## src/rtl/field_key_encoder.sv

```systemverilog
// Pops object_buffer entries and streams each protobuf key ((field_id<<3)|wire_type) as varint bytes,
// with the entry's descriptor presented alongside for the payload mover.
`default_nettype none

package field_key_encoder_pkg;
  localparam int OFF_W = 32;
  localparam int SIZE_W = 32;
  localparam int TBL_W = 16;

  typedef struct packed {
    logic [31:0]       field_id;
    logic [4:0]        field_type;
    logic              nested;
    logic [OFF_W-1:0]  offset;
    logic [SIZE_W-1:0] size;
    logic [TBL_W-1:0]  nested_type_table;
  } table_entry_t;
endpackage

module field_key_encoder
  import field_key_encoder_pkg::*;
#(
  parameter int CNT_W = 16
) (
  input  logic              clk,
  input  logic              reset,
  input  table_entry_t      ob_entry,
  input  logic              ob_valid,
  output logic              ob_pop,
  output logic [7:0]        out_data,
  output logic              out_valid,
  input  logic              out_ready,
  output logic              out_last,
  output logic [OFF_W-1:0]  desc_offset,
  output logic [SIZE_W-1:0] desc_size,
  output logic              desc_nested,
  output logic [TBL_W-1:0]  desc_table,
  output logic              err_type,
  output logic [CNT_W-1:0]  key_count
);

  typedef enum logic [0:0] {IDLE = 1'b0, EMIT = 1'b1} state_t;

  state_t            state_q, state_d;
  logic [31:0]       key_q, key_d;
  logic [2:0]        nbytes_q, nbytes_d;
  logic [2:0]        idx_q, idx_d;
  logic [OFF_W-1:0]  off_q, off_d;
  logic [SIZE_W-1:0] size_q, size_d;
  logic              nest_q, nest_d;
  logic [TBL_W-1:0]  tbl_q, tbl_d;
  logic              err_q, err_d;
  logic [CNT_W-1:0]  cnt_q, cnt_d;

  logic [2:0]  wire_type;
  logic        type_ok;
  logic        drop;
  logic [31:0] new_key;
  logic [2:0]  new_nbytes;
  logic        is_last_idx;
  logic        hs;
  logic        done;
  logic [6:0]  group;

  always_comb begin
    wire_type = 3'd0;
    type_ok   = 1'b1;
    case (ob_entry.field_type)
      5'd1, 5'd6, 5'd16:  wire_type = 3'd1;
      5'd2, 5'd7, 5'd15:  wire_type = 3'd5;
      5'd9, 5'd11, 5'd12: wire_type = 3'd2;
      5'd10:              wire_type = 3'd3;
      5'd3, 5'd4, 5'd5, 5'd8, 5'd13, 5'd14, 5'd17, 5'd18: wire_type = 3'd0;
      default:            type_ok = 1'b0;
    endcase
    if (ob_entry.nested) begin
      wire_type = 3'd2;
      type_ok   = 1'b1;
    end
    drop    = !type_ok || (|ob_entry.field_id[31:29]) || (ob_entry.field_id == 32'd0);
    new_key = {ob_entry.field_id[28:0], wire_type};
    if (new_key < 32'h0000_0080)      new_nbytes = 3'd1;
    else if (new_key < 32'h0000_4000) new_nbytes = 3'd2;
    else if (new_key < 32'h0020_0000) new_nbytes = 3'd3;
    else if (new_key < 32'h1000_0000) new_nbytes = 3'd4;
    else                              new_nbytes = 3'd5;
  end

  always_comb begin
    case (idx_q)
      3'd0:    group = key_q[6:0];
      3'd1:    group = key_q[13:7];
      3'd2:    group = key_q[20:14];
      3'd3:    group = key_q[27:21];
      default: group = {3'b000, key_q[31:28]};
    endcase
  end

  assign is_last_idx = (idx_q == nbytes_q - 3'd1);
  assign out_valid   = (state_q == EMIT);
  assign out_last    = out_valid && is_last_idx;
  assign out_data    = {!is_last_idx, group};
  assign hs          = out_valid && out_ready;
  assign done        = hs && out_last;
  assign ob_pop      = ob_valid && ((state_q == IDLE) || done);

  assign desc_offset = off_q;
  assign desc_size   = size_q;
  assign desc_nested = nest_q;
  assign desc_table  = tbl_q;
  assign err_type    = err_q;
  assign key_count   = cnt_q;

  always_comb begin
    state_d  = state_q;
    key_d    = key_q;
    nbytes_d = nbytes_q;
    idx_d    = idx_q;
    off_d    = off_q;
    size_d   = size_q;
    nest_d   = nest_q;
    tbl_d    = tbl_q;
    err_d    = 1'b0;
    cnt_d    = done ? cnt_q + 1'b1 : cnt_q;
    if (done) begin
      state_d = IDLE;
      idx_d   = 3'd0;
    end else if (hs) begin
      idx_d = idx_q + 3'd1;
    end
    // A pop on the final handshake overrides the return to IDLE, giving bubble-free back-to-back keys.
    if (ob_pop) begin
      if (drop) begin
        err_d = 1'b1;
      end else begin
        state_d  = EMIT;
        key_d    = new_key;
        nbytes_d = new_nbytes;
        idx_d    = 3'd0;
        off_d    = ob_entry.offset;
        size_d   = ob_entry.size;
        nest_d   = ob_entry.nested;
        tbl_d    = ob_entry.nested_type_table;
      end
    end
  end

  always_ff @(posedge clk) begin
    if (!reset) begin
      state_q  <= IDLE;
      key_q    <= '0;
      nbytes_q <= 3'd1;
      idx_q    <= 3'd0;
      off_q    <= '0;
      size_q   <= '0;
      nest_q   <= 1'b0;
      tbl_q    <= '0;
      err_q    <= 1'b0;
      cnt_q    <= '0;
    end else begin
      state_q  <= state_d;
      key_q    <= key_d;
      nbytes_q <= nbytes_d;
      idx_q    <= idx_d;
      off_q    <= off_d;
      size_q   <= size_d;
      nest_q   <= nest_d;
      tbl_q    <= tbl_d;
      err_q    <= err_d;
      cnt_q    <= cnt_d;
    end
  end

endmodule

`default_nettype wire
```

## config.mk

```make
export PLATFORM = sky130hd
export DESIGN_NAME = field_key_encoder
export DESIGN_NICKNAME = d
export VERILOG_FILES = /design/src/rtl/field_key_encoder.sv
export SDC_FILE = /design/constraint.sdc
export NUM_CORES = 1
export LEC_CHECK = 0
export ABC_AREA = 1
export ABC_CLOCK_PERIOD_IN_PS = 2650
export BUFFER_PORTS_ARGS = -buffer_cell sky130_fd_sc_hd__buf_2
export CAP_MARGIN = 20
export CORE_MARGIN = 8
export CORE_UTILIZATION = 52
export CTS_BUF_LIST = sky130_fd_sc_hd__clkbuf_4 sky130_fd_sc_hd__clkbuf_8
export CTS_CLUSTER_SIZE = 25
export DETAILED_ROUTE_END_ITERATION = 7
export GPL_TIMING_DRIVEN = 1
export PLACE_DENSITY_LB_ADDON = 0.3
export SETUP_SLACK_MARGIN = 0.15
export SLEW_MARGIN = 0
export SYNTH_ARGS = -nofsm -noshare
export SYNTH_HDL_FRONTEND = slang
export SYNTH_SLANG_ARGS = --single-unit
export TNS_END_PERCENT = 10
```

## constraint.sdc

```tcl
create_clock -name clk -period 2.65 [get_ports clk]
set_input_delay 0.53 -clock clk [delete_from_list [all_inputs] [get_ports clk]]
set_output_delay 0.53 -clock clk [all_outputs]
set_load 0.05 [all_outputs]
```

==> results of run 1 <==
==> registers in the layout, indices dropped and copies added (netlist names) <==
signal       flops
desc_size       32
err_type         1
key_q           32
desc_offset     32
desc_table      16
desc_nested      1
nbytes_q         3
key_count       16
out_valid        1
idx_q            3
==> logic make-up (layout without fill, tap and decap cells) <==
kind of cell             after synthesis  count (layout)
AND/OR/NAND/NOR                      651             651
buffers and inverters                206             439
flip-flops                           137             137
AO/OA/AOI/OAI                         37              37
adder cells (fa/ha/maj)                7               7
XOR/XNOR                               6               6
==> report_power, final <==
group	total (mW)	internal, mW	switching [mW]
logic	0.623	0.196	0.427
registers	2.15	2.12	0.0288
clock network	1.70	0.931	0.765
==> final timing paths <==
check	cells after the start	from	endpoint	slack [ns]
setup reg to reg	14	nbytes_q[0]	desc_offset[12]	0.33
setup / recovery	8	idx_q[0]	out_data[2]	0.15
hold / removal	3	ob_entry[79]	desc_offset[31]	0.32
hold reg to reg	2	key_count[14]	key_count[14]	0.49
==> per-layer routing <==
metal | wire [um] | vias up | part of all wire [%] | GRT usage [%]
met4 | 268 | 0 | 1.5 | 7.76
met2 | 8130 | 187 | 47 | 33.4
met3 | 1380 | 20 | 7.9 | 6.91
li1 | - | 3518 | - | -
met5 | 0 | - | 0 | 0
met1 | 7590 | 2791 | 44 | 24.8
==> stage by stage <==
| step | cells | util, % |
|---|---|---|
| 2_1_floorplan | 1044 | - |
| 3_3_place_gp | 1414 | 62.7 |
| 3_5_place_dp | 1414 | 62.7 |
| 4_1_cts | 1446 | 66.3 |
| 5_1_grt | 1449 | 67.0 |
| 6_report | 1449 | 67.0 |
==> cell usage in the layout, fill, tap and decap left out, types with 5 or more instances in the layout <==
cell type    n
nand4_1     13
nor3_1      11
o21ai_0      8
nor2_1     269
inv_1      155
xor2_1       5
inv_2        7
a21oi_1     14
buf_4        8
o22ai_1      6
nand3_1     18
ha_1         5
buf_6        5
nand2_1    325
buf_12       6
clkbuf_8    20
dfxtp_1    135
buf_2      224
==> repair_timing <==
item / 4_1_cts / 5_1_grt
cloned: 0 / 0
setup endpoints to repair: 7 / 36
resized for setup: 13 / 19
pin swaps: 1 / 5
buffers inserted: 1 / 3
==> final cells by class <==
class                      count  area, um2
timing repair buffer         243       1360
fill                        1183       4110
clock inverter                 8       95.1
sequential                   137       2750
tap                          172        215
multi-input combinational    701       3010
clock buffer                  23        298
inverter                     165        626
==> worst reg2reg max path, cell delays in order (launching register included) <==
cell and delay, ns:
dfxtp_1 0.35, inv_1 0.06, ha_1 0.29, inv_1 0.05, nand2_1 0.06, nand2_1 0.07
nor2_4 0.11, nand3_4 0.09, a21boi_4 0.17, buf_4 0.17, nand3_4 0.27, buf_12 0.30
nand2_1 0.10, nand2_1 0.04, nor2_1 0.12
==> Implementation_results.wiki, run 1 <==
{| class="wikitable"
! Metric !! Value
|-
| Detailed-route vias per instance || 4.50
|-
| I/O pin count || 231
|-
| Combinational family with the most area after synthesis || simple AND/OR/NAND/NOR gates
|-
| Maximum operating frequency || 0.399 GHz
|-
| Count of antenna-violating nets left after detailed routing || 0
|-
| Hpwl dp || 12,800 um
|-
| Part of the Yosys area used for sequential elements || 41.9%
|-
| Post-Place Worst Slack || 0.234 ns
|-
| Final hold vios || 0
|-
| Wire length per cell after detailed routing || 12.0 um
|-
| Worst-case vdd ir drop || 503 uV
|-
| Cell accounting for the most synthesized area || dfxtp_1
|-
| Die width || 128 um
|-
| Gr usage total || 20.7%
|-
| Detailed-route via count || 6,516
|-
| Largest net degree at the start of global routing || 67
|-
| Standby leakage power || 4.85 nW
|-
| Number of diodes || 0
|-
| Area growth from synthesis to layout || 27.6%
|-
| PwrDens || 535 nW/um2
|-
| Synth Net Count || 1,173
|-
| Worst setup slack after layout || 0.146 ns
|-
| Number of enable-type register cells in the synthesized netlist || 0
|-
| Top Family by Delay on Critical Path || simple AND/OR/NAND/NOR gates
|-
| Crit path max fanout || 8
|-
| Fraction of the mapped netlist area in adder cells || 1.34%
|-
| Final-report max-slew violation count || 0
|-
| Required arrival time at the worst endpoint || 2.12 ns
|-
| Sink count of the clock tree || 137
|-
| Transition time at the pin with the least slew margin || 0.626 ns
|-
| Top cell types by occurrence after synthesis || nand2_1 (329), nor2_1 (270), inv_1 (158)
|-
| Mapped Area || 6550 um2
|-
| Number of distinct library cells after synthesis || 34
|-
| Vias in the first global route || 5,783
|-
| Run status || finished, final reports clean
|-
| Synthesized-area fraction occupied by and/or/nand/nor cells || 39.1%
|-
| Clock network latency to the later pin of the worst-skew pair || 0.43 ns
|-
| Leading cell types by total area after synthesis || dfxtp_1 (42%), nand2_1 (19%), nor2_1 (15%)
|-
| Post-route worst hold slack || 0.316 ns
|-
| First-pass GRT wire length || 27,400 um
|-
| Number of instances in the synthesized netlist || 1,044
|-
| Worst slew slack as a fraction of its limit || 58.2%
|-
| Wire length after detailed routing || 17,400 um
|-
| Slowest stage cell on the critical path || dfxtp_4
|-
| Clock transition at the registers of the reported paths || 0.07 ns
|-
| Complex-gate fraction of the synthesized area || 3.63%
|-
| Placed standard-cell area || 7820 um2
|-
| Count of buffer and inverter cells on the critical path || 3
|-
| Setup repair after global routing missed its margin || true
|-
| Setup TNS Final || 0 ns
|-
| Post-route fraction of the period consumed by the critical path || 94.5%
|-
| Average size of a mapped cell || 6.27 um2
|-
| Number of H-tree branching levels || 4
|-
| Multiplexer fraction of the synthesized cell area || 0%
|-
| Number of DRC markers after the initial detailed-route iteration || 484
|-
| Max Buffers Root-to-Sink || 2
|-
| Number of buffers inserted for hold repair after clock tree synthesis || 0
|-
| Most instantiated library cell after synthesis || nand2_1
|-
| Post-synthesis async set-or-reset flop share || 0%
|-
| CP dominant cell by count || nand2_2
|-
| Type of the worst setup path || register to output pin
|-
| Final weighted congestion of routability-driven global placement || 0.880
|-
| Number of optimization iterations in the first detailed-route pass || 5
|-
| Total number of placement rows || 41
|-
| Post-synth top flop || dfxtp_1
|-
| Port buffer count || 230
|-
| Die area || 16,400 um2
|-
| Initial antenna violation count || 0
|-
| Max-cap viol count || 0
|-
| Count of synthesis-stage warnings from yosys || 0
|-
| Setup-failing EPs final || 0
|-
| Worst setup SP type || register
|-
| Chip height || 128 um
|-
| Effective utilization at floorplan || 52.5%
|-
| Critical path endpoint category || output pin
|-
| Flip-flop and latch count after synthesis || 137
|-
| Path class of the lowest-slack min-delay path || input pin to register
|-
| CP max stage delay || 0.39 ns
|-
| Post-Route Skew || 0.00529 ns
|-
| Xor/xnor share of the synthesized area || 0.803%
|-
| Shortest period the worst path allows || 2.50 ns
|-
| Area of the core region || 12,500 um2
|-
| Fraction of layout instances using a drive strength above 1 || 23.8%
|-
| Area share of the leading cell type in the synthesized netlist || 41.9%
|-
| Net count of the finished layout || 1,394
|-
| Power after layout || 4.46 mW
|-
| Critical path data arrival time || 1.97 ns
|-
| CTS tree || done
|-
| Total DRC errors in the routed layout || 0
|-
| Final cell area excluding filler cells || 8350 um2
|-
| Remaining global-route overflow || 0
|-
| Root buffer cell || clkbuf_8
|-
| Total clock buffers created by CTS || 17
|-
| Chain of cells forming the critical path || inv_4 -> ha_4 -> nand2_4 -> clkinvlp_4 -> nor3_4 -> nand2_2 -> nand2_2 -> buf_6
|}
Power figures use the tool's default switching activity.
==> inputs of run 2 (changes only) <==
--- a/config.mk
+++ b/config.mk
@@ -7,13 +7,13 @@
 export LEC_CHECK = 0
 export ABC_AREA = 1
 export ABC_CLOCK_PERIOD_IN_PS = 2650
-export BUFFER_PORTS_ARGS = -buffer_cell sky130_fd_sc_hd__buf_2
 export CAP_MARGIN = 20
 export CORE_MARGIN = 8
-export CORE_UTILIZATION = 52
+export CORE_UTILIZATION = 55
 export CTS_BUF_LIST = sky130_fd_sc_hd__clkbuf_4 sky130_fd_sc_hd__clkbuf_8
 export CTS_CLUSTER_SIZE = 25
 export DETAILED_ROUTE_END_ITERATION = 7
+export DONT_BUFFER_PORTS = 1
 export GPL_TIMING_DRIVEN = 1
 export PLACE_DENSITY_LB_ADDON = 0.3
 export SETUP_SLACK_MARGIN = 0.15
==> run 2 against run 1 <==
Compared with the run above: non-clock buffer count down 218; die area down 4.8%; clock skew up 0.0051 ns; hold slack worse by 0.096 ns.
==> Implementation_results.wiki, run 2 (synthesis results as in run 1) <==
{| class="wikitable"
! Metric !! Value
|-
| Run status || finished, final reports clean
|-
| Type of the worst setup path || register to output pin
|-
| Number of diodes || 0 (unchanged)
|-
| Setup-failing EPs final || 0 (unchanged)
|-
| Worst hold start || ob_entry[15]
|-
| Count of antenna-violating nets left after detailed routing || 0 (unchanged)
|-
| Max Buffers Root-to-Sink || 2 (unchanged)
|-
| Transition time at the pin with the least slew margin || 0.602 ns (-0.0244 ns)
|-
| Maximum operating frequency || 0.410 GHz (+2.8%)
|-
| Setup repair after global routing missed its margin || true
|-
| Vias in the first global route || 4,816 (-17%)
|-
| Worst Hold Path EP || desc_table[15]
|-
| Gr usage total || 19.8% (-0.84 points)
|-
| Post-route worst hold slack || 0.220 ns (-0.0957 ns)
|-
| Post-layout utilization of the core || 60.3% (-6.7 points)
|-
| Most used cells in the layout excluding fill and tap cells || nand2_1 (323), nor2_1 (269), inv_1 (155), dfxtp_1 (134), buf_4 (21)
|-
| Remaining global-route overflow || 0 (unchanged)
|-
| Path class of the lowest-slack min-delay path || input pin to register
|-
| Number of buffers inserted for hold repair after clock tree synthesis || 0 (unchanged)
|-
| Critical register-to-register path endpoint || key_q[26]
|-
| Origin of the critical flop-to-flop path || nbytes_q[0]
|-
| Post-route fraction of the period consumed by the critical path || 91.9% (-2.5 points)
|-
| Max-cap viol count || 0 (unchanged)
|-
| R2r worst-path depth || 13 (-1)
|-
| Crit path max fanout || 8 (unchanged)
|-
| Number of DRC markers after the initial detailed-route iteration || 399 (-18%)
|-
| Clock transition at the registers of the reported paths || 0.08 ns (about the same)
|-
| Most common cell after layout, fill and taps aside || nand2_1
|-
| Clock network latency to the later pin of the worst-skew pair || 0.44 ns (about the same)
|-
| Critical path data arrival time || 1.91 ns (-0.06 ns)
|-
| Hpwl dp || 11,600 um (-9.6%)
|-
| Effective utilization at floorplan || 55.4% (+2.9 points)
|-
| Die width || 125 um (-2.4%)
|-
| Worst setup SP type || register
|-
| Shortest period the worst path allows || 2.44 ns (-0.0673 ns)
|-
| Port buffer count || 0 (-100%)
|-
| Slowest stage cell on the critical path || a221o_1
|-
| Total DRC errors in the routed layout || 0 (unchanged)
|-
| Cell depth of the worst hold path || 2 (-1)
|-
| First-pass GRT wire length || 25,100 um (-8.2%)
|-
| CP max stage delay || 0.57 ns (+0.18 ns)
|-
| Number of H-tree branching levels || 4 (unchanged)
|-
| Top Family by Delay on Critical Path || compound AO/OA/AOI/OAI gates
|-
| Final weighted congestion of routability-driven global placement || 0.865 (-1.7%)
|-
| PwrDens || 574 nW/um2 (+7.4%)
|-
| Final hold vios || 0 (unchanged)
|-
| Chip height || 125 um (-2.4%)
|-
| Die area || 15,600 um2 (-4.8%)
|-
| Wire length per cell after detailed routing || 13.4 um (+12%)
|-
| Chain of cells forming the critical path || inv_2 -> ha_1 -> nand2_1 -> inv_1 -> a221o_1
|-
| Required arrival time at the worst endpoint || 2.12 ns (about the same)
|-
| Setup TNS Final || 0 ns (unchanged)
|-
| Worst-case vdd ir drop || 580 uV (+15%)
|-
| Post-Route Skew || 0.0103 ns (+0.00505 ns)
|-
| Area growth from synthesis to layout || 8.75%
|-
| Critical path endpoint category || output pin
|-
| Total clock buffers created by CTS || 17 (unchanged)
|-
| Detailed-route vias per instance || 4.71 (+4.8%)
|-
| Count of buffer and inverter cells on the critical path || 2 (-1)
|-
| Total number of placement rows || 40 (-2.4%)
|-
| I/O pin count || 231 (unchanged)
|-
| Worst setup slack for register-to-register paths || 0.43 ns (+0.10 ns)
|-
| Standby leakage power || 3.82 nW (-21%)
|-
| Net count of the finished layout || 1,176 (-16%)
|-
| Fraction of layout instances using a drive strength above 1 || 8.23% (-16 points)
|-
| Worst slew slack as a fraction of its limit || 59.8% (+1.6 points)
|-
| Initial antenna violation count || 0 (unchanged)
|-
| Wire length after detailed routing || 16,200 um (-6.8%)
|-
| Sink count of the clock tree || 137 (unchanged)
|-
| CTS tree || done
|-
| Largest net degree at the start of global routing || 128 (+91%)
|-
| Final-report max-slew violation count || 0 (unchanged)
|-
| Area of the core region || 11,800 um2 (-5.2%)
|-
| Number of optimization iterations in the first detailed-route pass || 5 (unchanged)
|-
| Detailed-route via count || 5,676 (-13%)
|-
| Root buffer cell || clkbuf_8
|}
run 2: per-layer routing:
metal	track usage, %	wire, um
met1	23.7	6720
met3	10.9	1740
met4	5.80	184
met5	0	0
met2	29.8	7540
run 2: how the worst max path moves through the flow:
stage | startpoint | end | slack, ns | cells after the start
2_1_floorplan | out_valid | nbytes_q[0] | 0.24 | 9
3_3_place_gp | idx_q[0] | out_data[1] | 0.33 | 7
3_5_place_dp | idx_q[0] | out_data[0] | 0.21 | 7
4_1_cts | idx_q[0] | out_data[1] | 0.05 | 6
5_1_grt | idx_q[0] | out_data[5] | 0.08 | 5
6_report | idx_q[0] | out_data[5] | 0.21 | 5
run 2: stage by stage:
stage	cell area, um2	power, mW	setup WS [ns]	cells
4_1_cts	7080	4.13	0.0452	1204
5_1_grt	7120	4.27	0.0775	1204
6_report	7120	4.09	0.214	1204
2_1_floorplan	6550	2.60	0.242	1044
3_5_place_dp	6690	2.63	0.212	1173
3_3_place_gp	6690	2.63	0.334	1173
run 2: final cells by class:
type / instances / area [um2]
clock buffer: 25 / 313
clock inverter: 4 / 20.0
multi-input combinational: 701 / 3010
inverter: 165 / 619
timing repair buffer: 25 / 229
fill: 1126 / 4690
sequential: 137 / 2750
tap: 147 / 184
run 2: repair_timing:
action | in CTS | in global routing
pin swaps | 5 | 4
resized for setup | 10 | 16
setup endpoints to repair | 7 | 8
setup buffers | 2 | 0
run 2: worst register-to-register path, delay by kind of cell, from the launching register on:
| family | cells | cell delay (ns) |
|---|---|---|
| fa+ha+maj | 1 | 0.30 |
| flops | 1 | 0.34 |
| buf+inv | 4 | 0.51 |
| simple gates | 7 | 0.75 |
| compound gates | 1 | 0.19 |
run 2: report_power, final:
part	switching (mW)	internal, mW
Clock	0.742	0.752
Sequential	0.187	2.12
Combinational	0.189	0.101
Total	1.12	2.97
